### src/rtl/psr_pkg.sv
// Shared definitions for the program status register unit:
// mode encodings, CPSR bit positions, reset value and mode helpers.
package psr_pkg;

  localparam logic [4:0] MODE_USR = 5'b10000;
  localparam logic [4:0] MODE_FIQ = 5'b10001;
  localparam logic [4:0] MODE_IRQ = 5'b10010;
  localparam logic [4:0] MODE_SVC = 5'b10011;
  localparam logic [4:0] MODE_ABT = 5'b10111;
  localparam logic [4:0] MODE_UND = 5'b11011;
  localparam logic [4:0] MODE_SYS = 5'b11111;

  localparam int I_BIT = 7;
  localparam int F_BIT = 6;
  localparam int T_BIT = 5;

  localparam logic [31:0] CPSR_RST  = 32'h0000_00D3;
  // NZCV plus the control byte; everything else reads as zero
  localparam logic [31:0] IMPL_MASK = 32'hF000_00FF;

  function automatic logic mode_valid(input logic [4:0] m);
    return (m == MODE_USR) || (m == MODE_FIQ) || (m == MODE_IRQ) ||
           (m == MODE_SVC) || (m == MODE_ABT) || (m == MODE_UND) ||
           (m == MODE_SYS);
  endfunction

  function automatic logic mode_banked(input logic [4:0] m);
    return (m == MODE_FIQ) || (m == MODE_IRQ) || (m == MODE_SVC) ||
           (m == MODE_ABT) || (m == MODE_UND);
  endfunction

  function automatic logic [2:0] bank_idx(input logic [4:0] m);
    logic [2:0] idx;
    idx = 3'd0;
    case (m)
      MODE_FIQ: idx = 3'd0;
      MODE_IRQ: idx = 3'd1;
      MODE_SVC: idx = 3'd2;
      MODE_ABT: idx = 3'd3;
      MODE_UND: idx = 3'd4;
      default:  idx = 3'd0;
    endcase
    return idx;
  endfunction

endpackage

### src/rtl/spsr_bank.sv
// Five banked SPSRs: one byte-masked write port, one read port keyed by mode.
// Writes land the cycle after the write edge; read is combinational, 0 in USR/SYS.
module spsr_bank
  import psr_pkg::*;
(
  input  logic        clk,
  input  logic        rst,
  input  logic        wr_en,
  input  logic [2:0]  wr_idx,
  input  logic [3:0]  wr_be,
  input  logic [31:0] wr_data,
  input  logic [4:0]  rd_mode,
  output logic [31:0] rd_data
);

  logic [31:0] regs [5];
  logic [31:0] bit_mask;

  assign bit_mask = {{8{wr_be[3]}}, {8{wr_be[2]}}, {8{wr_be[1]}}, {8{wr_be[0]}}} & IMPL_MASK;

  always_ff @(posedge clk) begin
    if (rst) begin
      for (int i = 0; i < 5; i++) regs[i] <= '0;
    end else if (wr_en) begin
      for (int i = 0; i < 5; i++) begin
        if (wr_idx == 3'(i))
          regs[i] <= (regs[i] & ~bit_mask) | (wr_data & bit_mask);
      end
    end
  end

  always_comb begin
    rd_data = '0;
    if (mode_banked(rd_mode)) begin
      for (int i = 0; i < 5; i++) begin
        if (bank_idx(rd_mode) == 3'(i)) rd_data = regs[i];
      end
    end
  end

endmodule

### src/rtl/psr_unit.sv
// CPSR plus banked SPSRs: exception entry, restore, MSR and ALU flag updates.
// One-cycle update latency, all outputs registered except spsr (bank read by registered mode).
module psr_unit
  import psr_pkg::*;
(
  input  logic        clk,
  input  logic        rst,
  input  logic        en,
  input  logic        flag_we,
  input  logic [3:0]  flag_mask,
  input  logic [3:0]  flag_in,
  input  logic        msr_we,
  input  logic        msr_spsr,
  input  logic [3:0]  msr_field,
  input  logic [31:0] msr_data,
  input  logic        restore,
  input  logic        exc_req,
  input  logic [4:0]  exc_mode,
  input  logic        exc_set_f,
  output logic [31:0] cpsr,
  output logic [31:0] spsr,
  output logic        n,
  output logic        z,
  output logic        c,
  output logic        v,
  output logic        thumb,
  output logic        irq_mask,
  output logic        fiq_mask,
  output logic [4:0]  mode,
  output logic        priv
);

  logic [31:0] cpsr_q;
  logic [31:0] cpsr_nxt;
  logic [31:0] spsr_cur;
  logic        bank_we;
  logic [2:0]  bank_idx_w;
  logic [3:0]  bank_be;
  logic [31:0] bank_wdata;
  logic        priv_q;

  assign priv_q = (cpsr_q[4:0] != MODE_USR);

  spsr_bank u_spsr_bank (
    .clk     (clk),
    .rst     (rst),
    .wr_en   (bank_we),
    .wr_idx  (bank_idx_w),
    .wr_be   (bank_be),
    .wr_data (bank_wdata),
    .rd_mode (cpsr_q[4:0]),
    .rd_data (spsr_cur)
  );

  // Only the highest-priority request is considered; a rejected one still blocks lower ones.
  always_comb begin
    cpsr_nxt   = cpsr_q;
    bank_we    = 1'b0;
    bank_idx_w = 3'd0;
    bank_be    = 4'b0000;
    bank_wdata = cpsr_q;
    if (en) begin
      if (exc_req) begin
        if (mode_banked(exc_mode)) begin
          bank_we           = 1'b1;
          bank_idx_w        = bank_idx(exc_mode);
          bank_be           = 4'b1111;
          bank_wdata        = cpsr_q;
          cpsr_nxt[4:0]     = exc_mode;
          cpsr_nxt[I_BIT]   = 1'b1;
          cpsr_nxt[F_BIT]   = cpsr_q[F_BIT] | exc_set_f;
          cpsr_nxt[T_BIT]   = 1'b0;
        end
      end else if (restore) begin
        if (mode_banked(cpsr_q[4:0])) begin
          cpsr_nxt = spsr_cur & IMPL_MASK;
          if (!mode_valid(spsr_cur[4:0])) cpsr_nxt[4:0] = cpsr_q[4:0];
        end
      end else if (msr_we) begin
        if (!msr_spsr) begin
          if (msr_field[3]) cpsr_nxt[31:28] = msr_data[31:28];
          if (msr_field[0] && priv_q && mode_valid(msr_data[4:0])) begin
            cpsr_nxt[I_BIT] = msr_data[I_BIT];
            cpsr_nxt[F_BIT] = msr_data[F_BIT];
            cpsr_nxt[4:0]   = msr_data[4:0];
          end
        end else if (mode_banked(cpsr_q[4:0])) begin
          bank_we    = 1'b1;
          bank_idx_w = bank_idx(cpsr_q[4:0]);
          bank_be    = {msr_field[3], 2'b00, msr_field[0]};
          bank_wdata = msr_data;
        end
      end else if (flag_we) begin
        for (int i = 0; i < 4; i++) begin
          if (flag_mask[i]) cpsr_nxt[28+i] = flag_in[i];
        end
      end
    end
  end

  always_ff @(posedge clk) begin
    if (rst) cpsr_q <= CPSR_RST;
    else     cpsr_q <= cpsr_nxt & IMPL_MASK;
  end

  assign cpsr     = cpsr_q;
  assign spsr     = spsr_cur;
  assign n        = cpsr_q[31];
  assign z        = cpsr_q[30];
  assign c        = cpsr_q[29];
  assign v        = cpsr_q[28];
  assign thumb    = cpsr_q[T_BIT];
  assign irq_mask = cpsr_q[I_BIT];
  assign fiq_mask = cpsr_q[F_BIT];
  assign mode     = cpsr_q[4:0];
  assign priv     = priv_q;

endmodule
### config.mk
export PLATFORM = sky130hd
export DESIGN_NAME = psr_unit
export DESIGN_NICKNAME = d
export VERILOG_FILES = /design/src/rtl/psr_pkg.sv /design/src/rtl/spsr_bank.sv /design/src/rtl/psr_unit.sv
export SDC_FILE = /design/constraint.sdc
export NUM_CORES = 1
export LEC_CHECK = 0
export ABC_AREA = 1
export ABC_CLOCK_PERIOD_IN_PS = 3600
export BUFFER_PORTS_ARGS = -buffer_cell sky130_fd_sc_hd__clkbuf_2
export CAP_MARGIN = 20
export CORE_ASPECT_RATIO = 1.1
export CORE_MARGIN = 3
export CORE_UTILIZATION = 50
export CTS_CLUSTER_SIZE = 12
export DETAILED_ROUTE_END_ITERATION = 7
export MAX_ROUTING_LAYER = met4
export PLACE_DENSITY = 0.78
export SYNTH_ARGS = -nofsm -noshare
export SYNTH_HDL_FRONTEND = slang
export SYNTH_SLANG_ARGS = --single-unit
### constraint.sdc
create_clock -name clk -period 3.6 [get_ports clk]
set_clock_uncertainty 0.2 [all_clocks]
set_input_delay 0.54 -clock clk [delete_from_list [all_inputs] [get_ports clk]]
set_output_delay 0.54 -clock clk [all_outputs]
set_load 0.01 [all_outputs]
# Word level (Yosys, flattened, before mapping)
# Memories as Yosys holds them, arrays and structs flattened.
# Cells that the tools add are included.
dict set report totals {
  register_bits 32
  ram_bits 160
  inputBits 58
  out_inout_bits 77
  word_cells 193
  n_memories 1
}
# name words width rd rd_clocked_by_memory_dff wr line_no
set memory_table {}
lappend memory_table {u_spsr_bank.regs 5 32 5 0 5 spsr_bank.sv:16} ;# logic [31:0] regs [5];
dict set report op_classes {
  eq_ne 40
  n_mux 85
  bitwise_logic 19
  reduce_logical 40
}
# op count
set op_table {}
lappend op_table {{32-bit two-way mux} 18}
lappend op_table {{32-bit AND} 6}
lappend op_table {{32-bit bitwise OR} 5}
lappend op_table {{5-bit equality test, second input constant} 24}
lappend op_table {{4-bit two-way mux} 12}
lappend op_table {{7-bit AND reduction} 5}
lappend op_table {{1-bit two-way mux} 34}
lappend op_table {{32-bit inverter} 1}
lappend op_table {{5-bit two-way mux} 5}
lappend op_table {{3-bit two-way mux} 8}
lappend op_table {{3-bit one-hot mux with 4 select lines} 2}
lappend op_table {{3-bit nonzero test} 7}
lappend op_table {{1-bit logical OR} 20}
lappend op_table {{8-bit two-way mux} 2}
lappend op_table {{3-bit by 2-bit equality test with 1-bit output, second input constant} 4}
lappend op_table {{3-bit by 1-bit inequality test with 1-bit output, second input constant} 4}
lappend op_table {{2-bit two-way mux} 4}
lappend op_table {{3-bit by 1-bit equality test with 1-bit output, second input constant} 2}
lappend op_table {{3-bit equality test, second input constant} 2}
lappend op_table {{3-bit zero test} 2}
lappend op_table {{1-bit bitwise OR} 6}
lappend op_table {{6-bit AND reduction} 1}
lappend op_table {{5-bit inequality test, second input constant} 1}
lappend op_table {{2-bit by 1-bit inequality test with 1-bit output, second input constant} 2}
lappend op_table {{other kinds (5)} 7}

# Depth between registers and ports, before layout
# Gate-level depths: netlist of the first run.
dict set report depth {
  depth_word 24
  mapped_depth 15
  depth_no_buf 14
}

# Cells and area by module
# Synthesis of the first run repeated with hierarchy kept, for this count alone.
dict set report unflattened {
  hier_cells 727
  area_unflattened_um2 5396.4
}
# mod instances cells_each area_each_um2 seq_area_each_um2
set modules_own_cells {}
lappend modules_own_cells {spsr_bank 1 416 3601.0 1801.7}
lappend modules_own_cells {psr_unit 1 311 1795.5 240.2}

# Worst setup path after synthesis of the first run
# No wires, ideal clock.
dict set report synth_timing {
  kind {input to register}
  from {input restore}
  to {memory u_spsr_bank.regs[3][4], in the netlist u_spsr_bank.regs[0][100], enable pin}
  setup_time_ps 398
  arrival_time_ps 2419
  required_ps 3002
  slack_ps 583
  cell_stages 10
  path_buffers 1
  path_cell_list {buf_2 > nor2_1 > inv_1 > nor2_1 > nand2_2 > o21ai_0 > inv_1 > nor2_1 > inv_1 > o21ai_0}
}
# item line_no
set synth_rtl {}
lappend synth_rtl {{start, declared} psr_unit.sv:16} ;# input logic restore,
lappend synth_rtl {{end, declared} spsr_bank.sv:16}

# Final worst setup path of the first run
dict set report layout_timing {
  from {register cpsr_q[4], in the netlist cpsr[4]}
  to {output spsr[7]}
}
dict set report layout_between {
  elab_chain_len 10
  elab_cells_between_ends 22
  cone_classes {eq/ne: 9; mux: 8; reduce/logical: 5}
}
# item line_no
set layout_lines {}
lappend layout_lines {{start, declared} psr_unit.sv:33} ;# logic [31:0] cpsr_q;
lappend layout_lines {{start signal, assigned} psr_unit.sv:103} ;# else cpsr_q <= cpsr_nxt & IMPL_MASK;
lappend layout_lines {{5-bit equality test, on equally long branches} {psr_pkg.sv:29, psr_pkg.sv:35, psr_pkg.sv:28}}
lappend layout_lines {{3-bit one-hot mux with 4 select lines} psr_pkg.sv:35} ;# case (m)
lappend layout_lines {{3-bit two-way mux} spsr_bank.sv:34} ;# if (mode_banked(rd_mode)) begin
lappend layout_lines {{3-bit zero test} spsr_bank.sv:36} ;# if (bank_idx(rd_mode) == 3'(i)) rd_data = regs[i];
lappend layout_lines {{32-bit two-way mux (5 in series)} spsr_bank.sv:36}
lappend layout_lines {{32-bit two-way mux *} spsr_bank.sv:34}
lappend layout_lines {{end, declared} psr_unit.sv:21} ;# output logic [31:0] spsr,
# Every way passes the cells marked *; elsewhere a longest branch is shown, timed or not. The select of a mux whose other input is x is not followed.

==> results of run 1 <==
[stage by stage]
stage                     power [mW]  instances  setup WS, ps  utilization
after detailed placement        1.52        750           705        0.543
final                           2.14        766           261        0.564
after CTS                       2.14        766           285        0.564
after global placement          1.51        750           710        0.543
after floorplan                 1.40        632           583            -
after global routing            2.25        766          90.4        0.564
[critical path: cells and delay by family, from the launching register on]
kind                   cells  cell delay (ps)
AOI/OAI and AO/OA          1              180
and+or+nand+nor            5             1230
buffers and inverters      3              330
DFF                        1              500
[cells by family after synthesis]
kind of cell,count (synthesis)
muxes,4
buffers and inverters,141
other,1
AOI/OAI and AO/OA,141
and+or+nand+nor,234
DFF,72
[worst paths after layout]
path / startpoint / end / slack, ps
worst max-delay path: cpsr[4]$_SDFFE_PP1P_ / spsr[7] / 260
worst min-delay path: rst / cpsr[7]$_SDFFE_PP1P_ / 240
worst max register to register: cpsr[4]$_SDFFE_PP1P_ / cpsr[0]$_SDFFE_PP1P_ / 730
worst min register to register: cpsr[7]$_SDFFE_PP1P_ / cpsr[7]$_SDFFE_PP1P_ / 330
[flip-flops by register name, indices dropped and copies added (netlist names)]
signal,flops
u_spsr_bank.regs,60
cpsr,12
[layer usage]
| layer | share of wire | global-route usage | vias up |
|---|---|---|---|
| met3 | 0.086 | 0.0400 | 34 |
| li1 | - | - | 2010 |
| met4 | 0.031 | 0.130 | 0 |
| met1 | 0.41 | 0.282 | 1972 |
| met5 | 0 | - | - |
| met2 | 0.48 | 0.349 | 231 |
[report_power, final]
group	total, mW	internal (mW)	switching (mW)	leakage (nW)
sequential	0.991	0.954	0.0374	0.726
combinational	0.523	0.168	0.355	1.57
clock	0.628	0.313	0.316	0.0901
[synthesized netlist by cell type (all sizes together)]
master     n
a21oi     80
nor2      27
mux2       4
a22oi      2
o211a      3
o221ai     1
o21ai     41
clkbuf     8
o31ai      1
o21bai     1
buf       69
edfxtp    60
a2111oi    1
or2        1
a22o       5
clkinv     1
dfxtp     12
nand2    146
nor3b      1
o211ai     3
nand4      6
nand3     46
o22ai      3
inv       63
conb       1
nand3b     1
nor3       6
[layout make-up]
| cell class | count | area, µm² |
|---|---|---|
| fill | 806 | 3950 |
| multi-input combinational | 419 | 2050 |
| sequential | 72 | 2040 |
| timing repair buffer | 81 | 440 |
| inverter | 64 | 246 |
| tap | 114 | 143 |
| clock buffer | 9 | 124 |
| clock inverter | 7 | 62.6 |
==> impl_metrics.py, run 1 <==
metrics = {
    "status": {
        "status": "complete, no violations",
    },
    "sta": {
        "worst_slew_pin_slew_ps": 838,
        "finalMaxSlewViolations": 0,
        "hold_slack_ps": 239,
        "fin_crit_sh": 0.928,
        "slew_headroom": 0.441,
        "period_needed_ps": 3340,
        "rsz0062_at_grt": "no",
        "fin_setup_tns_ps": 0,
        "fmax_mhz": 299,
        "hold_violations": 0,
        "finalSetupViolations": 0,
    },
    "floorplan": {
        "rows": 36,
        "die-area_um2": 10700,
        "die_w_um": 98.9,
        "start_util": 0.524,
        "chipHeight_um": 108,
        "core_area_um2": 9050,
        "boundaryPins": 135,
    },
    "power_and_ir_drop": {
        "power_leakage_nw": 2.39,
        "ir_drop_uv": 220,
        "p_per_area_nw_per_um2": 420,
    },
    "cts": {
        "cts_made_buffers": 9,
        "cts_resized": 0,
        "post_cts_buffers": 0,
        "clock_path_buffers": 2,
        "cts_tree": "done",
        "cts-root-buf": "clkbuf_8",
        "cts_max_level": 3,
        "holdBufCountCts": 0,
        "clk_pin_slew_ps": 90,
        "clkLatencyLatePin_ps": 360,
        "cts_sinks": 72,
    },
    "route": {
        "drt_wl_total_um": 11900,
        "drc": 0,
        "wl_per_cell_um": 15.6,
        "drt-vias-per-instance": 5.54,
        "drt_iter0_drc": 492,
        "first_pass_iters": 5,
        "num_vias": 4247,
        "antenna_left": 0,
    },
    "global_routing": {
        "grt_pass1_wl_um": 18600,
        "first_global_vias": 3835,
        "grt_max_degree": 41,
        "grt_overflow": 0,
        "grtUsageTotal": 0.227,
        "antenna_found_initial": 0,
    },
    "critical_path": {
        "crit_path_top_delay_cell": "nor2_2",
        "cp-start-kind": "register",
        "worst_path_most_repeated_cell": "nand3_1",
        "crit_chain": "inv_2 -> nor2_4 -> nand2_2 -> nor2_2 -> a21oi_1 -> nand3_1 -> nand3_1 -> inv_1 -> clkbuf_2",
        "crit_path_end_kind": "primary output",
        "reg2regPathDepth": 13,
        "crit_path_max_incr_delay_ps": 550,
        "cp_data_required_time_ps": 2860,
        "cp.arrival_ps": 2600,
        "worstSetupPathType": "reg -> out",
        "crit_path_max_fanout": 15,
    },
    "synth": {
        "postSynthAreaPerCell_um2": 8.00,
        "synth_top_area_share": 0.380,
        "ys_seq_area_frac": 0.430,
        "synth_cells": 593,
        "synth_top_area_cell": "edfxtp_1",
        "synthMuxAreaShare": 0.0127,
        "yosys.area_share.simple": 0.219,
        "synth_xor_area_frac": 0,
        "yosys.area_share.adder": 0,
        "syn_area_um2": 4740,
        "yosysWarnings": 0,
        "synth_compound_gate_area_share": 0.168,
        "synth_top_family_by_area": "simple AND/OR/NAND/NOR gates",
        "synthTopCellsByArea": "edfxtp_1 38%, nand2_1 11%, buf_4 8.5%",
        "ys_seq_elements": 72,
        "synth_cell_type_count": 41,
    },
    "cells_and_area": {
        "mostFrequentLayoutCell": "nand2_1",
        "drive_gt1_frac": 0.202,
        "diodes": 0,
        "final_cell_mix": "133 x nand2_1, 80 x a21oi_1, 72 x clkbuf_2, 60 x edfxtp_1, 55 x inv_1",
        "fin_area_um2": 5110,
        "area_delta_synth_final_pct": 7.62,
        "final_nets": 705,
    },
    "placed_design": {
        "dp_hpwl_um": 8390,
        "place_area_um2": 4920,
        "numPortBuffers": 72,
        "gp_congestion": 0.932,
    },
    "min_path": {
        "holdPathStages": 3,
        "hold_path.class": "in -> reg",
    },
    "job": {
        "cap_viol_max_count": 0,
    },
}
Note: power is estimated with default switching activity, not from simulation.
==> inputs of run 2 (changes only) <==
--- a/config.mk
+++ b/config.mk
@@ -8,8 +8,7 @@
 export ABC_AREA = 1
 export ABC_CLOCK_PERIOD_IN_PS = 3600
 export BUFFER_PORTS_ARGS = -buffer_cell sky130_fd_sc_hd__clkbuf_2
-export CAP_MARGIN = 20
-export CORE_ASPECT_RATIO = 1.1
+export CAP_MARGIN = 5
 export CORE_MARGIN = 3
 export CORE_UTILIZATION = 50
 export CTS_CLUSTER_SIZE = 12
==> run 2 against run 1 <==
  * Count of clock-buffer cells in the layout rose by 2
  * Sequential share of layout area down 0.068 points
  * Flip-flop and latch count unchanged
  * Wire length fell by 1.0%
  * Final cell count rose by 1.4%
  * Total power is essentially flat
  * Sequential power about the same
  * First-iteration DRC count shrank 13%
  * Worst setup slack gained 48 ps
  * Combinational power barely moved
  * Utilization rose by 0.59 points
  * Largest cell class unchanged
==> impl_metrics.py, run 2 (same netlist as run 1, synthesis figures left out) <==
metrics = {
    "power_and_ir_drop": {
        "comb_power_share": 0.243,
        "seqPwrFrac": 0.463,
        "ir_drop_uv": 178,
        "power.switching_mw": 0.699,
        "switching_share": 0.326,
        "power_leakage_nw": 2.39,
        "clock_power_share": 0.294,
        "p_int_mw": 1.44,
        "p_per_area_nw_per_um2": 419,
    },
    "floorplan": {
        "rows": 34,
        "start_util": 0.529,
        "boundaryPins": 135,
        "chipHeight_um": 103,
        "die_w_um": 103,
        "die-area_um2": 10700,
        "core_area_um2": 8980,
    },
    "route": {
        "drt_wl_total_um": 11800,
        "drt_iter0_drc": 429,
        "wl_per_cell_um": 15.2,
        "drc": 0,
        "drt-vias-per-instance": 5.36,
        "antenna_left": 0,
        "num_vias": 4162,
        "first_pass_iters": 5,
    },
    "cts": {
        "cts_max_level": 3,
        "clk_pin_slew_ps": 80,
        "cts_made_buffers": 9,
        "cts_sinks": 72,
        "cts-root-buf": "clkbuf_8",
        "post_cts_buffers": 0,
        "holdBufCountCts": 0,
        "clock_path_buffers": 2,
        "cts_tree": "done",
        "cts_resized": 0,
        "clkLatencyLatePin_ps": 350,
    },
    "cells_and_area": {
        "final_cell_mix": "133 x nand2_1, 80 x a21oi_1, 72 x clkbuf_2, 60 x edfxtp_1, 55 x inv_1",
        "drive_gt1_frac": 0.201,
        "top_register": "u_spsr_bank.regs",
        "mostFrequentLayoutCell": "nand2_1",
        "diodes": 0,
        "area_delta_synth_final_pct": 7.81,
        "largest_register_ffs": 60,
        "final_nets": 704,
    },
    "sta": {
        "rsz0062_at_grt": "no",
        "worst_slew_pin_slew_ps": 1070,
        "hold_violations": 0,
        "fin_crit_sh": 0.914,
        "finalSetupViolations": 0,
        "hold_slack_ps": 247,
        "fmax_mhz": 304,
        "period_needed_ps": 3290,
        "finalMaxSlewViolations": 0,
        "fin_setup_tns_ps": 0,
        "slew_headroom": 0.284,
    },
    "critical_path": {
        "crit_path_end_kind": "primary output",
        "cp_top_family": "simple AND/OR/NAND/NOR gates",
        "critical_path_buf_inv_count": 3,
        "crit_path_top_delay_cell": "nor2_2",
        "worstSetupPathType": "reg -> out",
        "worst_path_most_repeated_cell": "nand3_1",
        "cp.arrival_ps": 2550,
        "cp-start-kind": "register",
        "cp_data_required_time_ps": 2860,
        "crit_chain": "inv_2 -> nor2_4 -> nand2_2 -> nor2_2 -> a21oi_1 -> nand3_1 -> nand3_1 -> inv_1 -> clkbuf_2",
        "crit_path_max_incr_delay_ps": 530,
        "crit_path_max_fanout": 15,
    },
    "placed_design": {
        "dp_hpwl_um": 8420,
        "gp_congestion": 1.01,
        "numPortBuffers": 72,
    },
    "global_routing": {
        "grt_pass1_wl_um": 18500,
        "grt_overflow": 0,
        "antenna_found_initial": 0,
        "grt_max_degree": 42,
        "first_global_vias": 3752,
        "grtUsageTotal": 0.228,
    },
    "min_path": {
        "hold_path.class": "in -> reg",
    },
    "job": {
        "cap_viol_max_count": 0,
    },
    "status": {
        "status": "complete, no violations",
    },
}
==> run 2: through the flow <==
stage	instances	setup slack (ps)	cell area (µm²)	utilization	total power, mW
floorplan	632	583	4890	-	1.40
global placement	761	714	4930	0.549	1.51
detailed placement	761	724	4930	0.549	1.52
CTS	777	334	5110	0.570	2.14
global route	777	107	5110	0.570	2.25
finish	777	309	5110	0.570	2.14
==> run 2: layout make-up <==
cell class / count / area [µm²]
Fill cell: 812 / 3860
Tap cell: 126 / 158
Clock inverter: 5 / 56.3
Multi-Input combinational cell: 419 / 2050
Sequential cell: 72 / 2040
Inverter: 64 / 246
Clock buffer: 11 / 131
Timing Repair Buffer: 80 / 433
==> run 2: tightest hold or removal path, stage by stage <==
cell,delay [ps]
clkbuf_2,120
a21oi_1,50
nand2_1,50
==> run 2: layer usage <==
layer	wire, µm	up-vias	share of wire	GRT usage
met5	0	-	0	-
met4	246	0	0.021	0.0827
met3	1070	22	0.091	0.0335
met2	5680	229	0.48	0.363
met1	4800	1902	0.41	0.298
li1	-	2009	-	-
==> run 2: worst paths after layout <==
path	startpoint	to	slack, ps	cells past startpoint
max	cpsr[4]$_SDFFE_PP1P_	spsr[7]	310	9
min	rst	cpsr[7]$_SDFFE_PP1P_	250	3
max reg2reg	cpsr[0]$_SDFFE_PP1P_	u_spsr_bank.regs[0][132]$_SDFFCE_PP0P_	690	9
min reg2reg	cpsr[7]$_SDFFE_PP1P_	cpsr[7]$_SDFFE_PP1P_	340	2
==> run 2: power by group through the flow <==
| stage | Combinational, mW | Sequential (mW) | Clock, mW |
|---|---|---|---|
| 6_report | 0.520 | 0.991 | 0.630 |
| 4_1_cts | 0.516 | 0.990 | 0.638 |
| 3_3_place_gp | 0.507 | 1.01 | 0 |
| 5_1_grt | 0.579 | 0.998 | 0.674 |
| 3_5_place_dp | 0.515 | 1.01 | 0 |
| 2_1_floorplan | 0.399 | 1.00 | 0 |
==> inputs of run 3 (changes only) <==
--- a/config.mk
+++ b/config.mk
@@ -5,16 +5,17 @@
 export SDC_FILE = /design/constraint.sdc
 export NUM_CORES = 1
 export LEC_CHECK = 0
-export ABC_AREA = 1
+export ABC_AREA = 0
 export ABC_CLOCK_PERIOD_IN_PS = 3600
 export BUFFER_PORTS_ARGS = -buffer_cell sky130_fd_sc_hd__clkbuf_2
 export CAP_MARGIN = 5
 export CORE_MARGIN = 3
 export CORE_UTILIZATION = 50
+export CTS_CLUSTER_DIAMETER = 30
 export CTS_CLUSTER_SIZE = 12
 export DETAILED_ROUTE_END_ITERATION = 7
 export MAX_ROUTING_LAYER = met4
-export PLACE_DENSITY = 0.78
+export PLACE_DENSITY = 0.88
 export SYNTH_ARGS = -nofsm -noshare
 export SYNTH_HDL_FRONTEND = slang
 export SYNTH_SLANG_ARGS = --single-unit
==> run 3 against run 2 <==
  * Register-to-register slack got worse by 190 ps
  * Sequential power decreased by 0.7%
  * Wire length increased by 15%
  * Global-route usage increased by 1.7 points
  * Design area increased by 6.5%
  * Critical path type unchanged
  * Largest cell class unchanged
  * Highest routed layer unchanged
==> impl_metrics.py, run 3 <==
metrics = {
    "critical_path": {
        "crit_path_max_fanout": 13,
        "crit_path_top_delay_cell": "dfxtp_1",
        "cp-start-kind": "register",
        "crit_path_end_kind": "primary output",
        "cp_data_required_time_ps": 2860,
        "crit_path_max_incr_delay_ps": 650,
        "worstSetupPathType": "reg -> out",
        "cp.arrival_ps": 2700,
        "critical_path_buf_inv_count": 2,
        "cp_top_family": "flip-flops",
        "crit_chain": "nand4b_1 -> buf_4 -> o22ai_1 -> a211oi_1 -> o221a_2 -> clkbuf_2",
    },
    "global_routing": {
        "grtUsageTotal": 0.245,
        "grt_overflow": 0,
        "grtUsageMet1": 0.310,
        "grt_pass1_wl_um": 21200,
        "use_met2": 0.399,
        "grt_max_degree": 25,
        "antenna_found_initial": 0,
        "first_global_vias": 4101,
        "use_met3": 0.0465,
        "top_usage_layer": "met2",
    },
    "floorplan": {
        "start_util": 0.525,
        "rows": 35,
        "chipHeight_um": 106,
        "die_w_um": 106,
        "core_area_um2": 9460,
        "die-area_um2": 11200,
        "boundaryPins": 135,
    },
    "synth": {
        "synth_top_area_share": 0.363,
        "yosysWarnings": 0,
        "async_reset_ff_frac": 0,
        "ys_seq_area_frac": 0.411,
        "ys_seq_elements": 72,
        "synthMuxAreaShare": 0.0551,
        "syn_area_um2": 4970,
        "synth_cell_type_count": 64,
        "yosys.area_share.simple": 0.107,
        "synth_flop_cell": "edfxtp_1",
        "synth.most_common_cell": "o21a_1",
        "synth_top_area_cell": "edfxtp_1",
        "synth_edf_count": 60,
        "yosys.area_share.adder": 0,
        "synth_commonest_cells": "65 x o21a_1, 60 x edfxtp_1, 55 x buf_4, 40 x a21oi_1, 34 x nor2_1",
        "synth_compound_gate_area_share": 0.301,
        "synth_top_family_by_area": "compound AO/OA/AOI/OAI gates",
        "postSynthAreaPerCell_um2": 9.71,
        "synthTopCellsByArea": "edfxtp_1 36%, o21a_1 9.8%, buf_4 8.3%",
        "synth_xor_area_frac": 0.00352,
        "synth_cells": 512,
    },
    "sta": {
        "fin_setup_tns_ps": 0,
        "finalMaxSlewViolations": 0,
        "period_needed_ps": 3440,
        "finalSetupViolations": 0,
        "fmax_mhz": 291,
        "fin_crit_sh": 0.956,
        "slew_headroom": 0.540,
        "hold_violations": 0,
        "worst_slew_pin_slew_ps": 687,
        "rsz0062_at_grt": "no",
    },
    "min_path": {
        "hold_path.class": "in -> reg",
    },
    "cts": {
        "clkLatencyLatePin_ps": 360,
        "cts-root-buf": "clkbuf_8",
        "post_cts_buffers": 0,
        "clock_path_buffers": 2,
        "holdBufCountCts": 0,
        "cts_made_buffers": 9,
        "cts_resized": 0,
        "cts_sinks": 72,
        "cts_tree": "done",
        "clk_pin_slew_ps": 80,
        "cts_max_level": 3,
    },
    "cells_and_area": {
        "drive_gt1_frac": 0.242,
        "top_register": "u_spsr_bank.regs",
        "mostFrequentLayoutCell": "clkbuf_2",
        "final_cell_mix": "72 x clkbuf_2, 65 x o21a_1, 60 x edfxtp_1, 40 x conb_1, 38 x a21oi_1",
        "final_nets": 627,
        "largest_register_ffs": 60,
        "diodes": 0,
        "area_delta_synth_final_pct": 9.62,
        "fin_area_um2": 5450,
    },
    "power_and_ir_drop": {
        "ir_drop_uv": 181,
        "power_leakage_nw": 2.22,
        "power.switching_mw": 0.810,
        "p_per_area_nw_per_um2": 430,
        "comb_power_share": 0.309,
        "p_int_mw": 1.53,
        "clock_power_share": 0.271,
        "switching_share": 0.345,
        "seqPwrFrac": 0.420,
    },
    "route": {
        "drt_wl_total_um": 13500,
        "drt_iter0_drc": 455,
        "antenna_left": 0,
        "wl_per_cell_um": 19.2,
        "drc": 0,
        "first_pass_iters": 5,
        "drt-vias-per-instance": 6.12,
        "num_vias": 4302,
    },
    "status": {
        "status": "complete, no violations",
    },
    "placed_design": {
        "place_area_um2": 5260,
        "gp_congestion": 0.939,
        "numPortBuffers": 72,
        "dp_hpwl_um": 9910,
    },
    "job": {
        "cap_viol_max_count": 0,
    },
}
==> run 3: changes by cell type after synthesis, sizes merged, moves of 7 or more <==
cell / change
nand2: -116
o21a: +65
inv: -55
nand3: -43
a21oi: -29
mux2i: +24
o21ai: -9
a211oi: +8
a21o: +7
nor2: +7
o221a: +7
==> run 3: area by class of cell <==
class / instances / area, µm²
fill: 771 / 4010
multi-input combinational: 383 / 2480
sequential: 72 / 2040
timing repair buffer: 94 / 538
tap: 129 / 161
clock buffer: 10 / 128
clock inverter: 6 / 60.1
inverter: 9 / 33.8
==> run 3: power by group through the flow <==
stage                     registers (mW)  clock network, mW  logic [mW]
after floorplan                    0.989                  0       0.511
after global placement             0.997                  0       0.692
after detailed placement            1.00                  0       0.709
after CTS                          0.983              0.634       0.714
after global routing               0.990              0.678       0.775
final                              0.984              0.635       0.725
==> run 3: metrics by stage <==
stage | total power [mW] | utilization | std cells | hold slack, ps | setup slack, ps
6_report | 2.34 | 0.576 | 703 | 326 | 158
5_1_grt | 2.44 | 0.576 | 703 | 343 | 43.9
4_1_cts | 2.33 | 0.576 | 703 | 335 | 213
3_5_place_dp | 1.71 | 0.556 | 687 | 335 | 580
3_3_place_gp | 1.69 | 0.556 | 687 | 316 | 608
2_1_floorplan | 1.50 | - | 551 | 319 | 460
==> run 3: path summary, 6_finish.rpt <==
path | slack (ps) | startpoint | end | cells after the start
max | 160 | cpsr[0]$_SDFFE_PP1P_ | spsr[28] | 6
min | 330 | exc_set_f | cpsr[6]$_SDFFE_PP1P_ | 4
max reg2reg | 500 | cpsr[0]$_SDFFE_PP1P_ | u_spsr_bank.regs[0][159]$_SDFFCE_PP0P_ | 7
min reg2reg | 340 | cpsr[5]$_SDFFE_PP0P_ | cpsr[5]$_SDFFE_PP0P_ | 2
==> run 3: routing by layer <==
layer,share of wire,vias up
met1,0.40,2072
met3,0.093,28
li1,-,1925
met2,0.49,277
met4,0.019,0
met5,0,-
==> run 3: worst register-to-register path, stage by stage, from the launching register on <==
cell and delay, ps:
dfxtp_1 650, and2b_1 390, nand3_4 150, and2_1 270
or2_1 280, a211o_1 400, a21oi_1 440, o21a_1 190
==> run 3: logic make-up after synthesis <==
kind of cell	count (synthesis)
simple gates	105
mux	27
other cells	1
xor+xnor	2
buf+inv	96
flops	72
compound gates	209
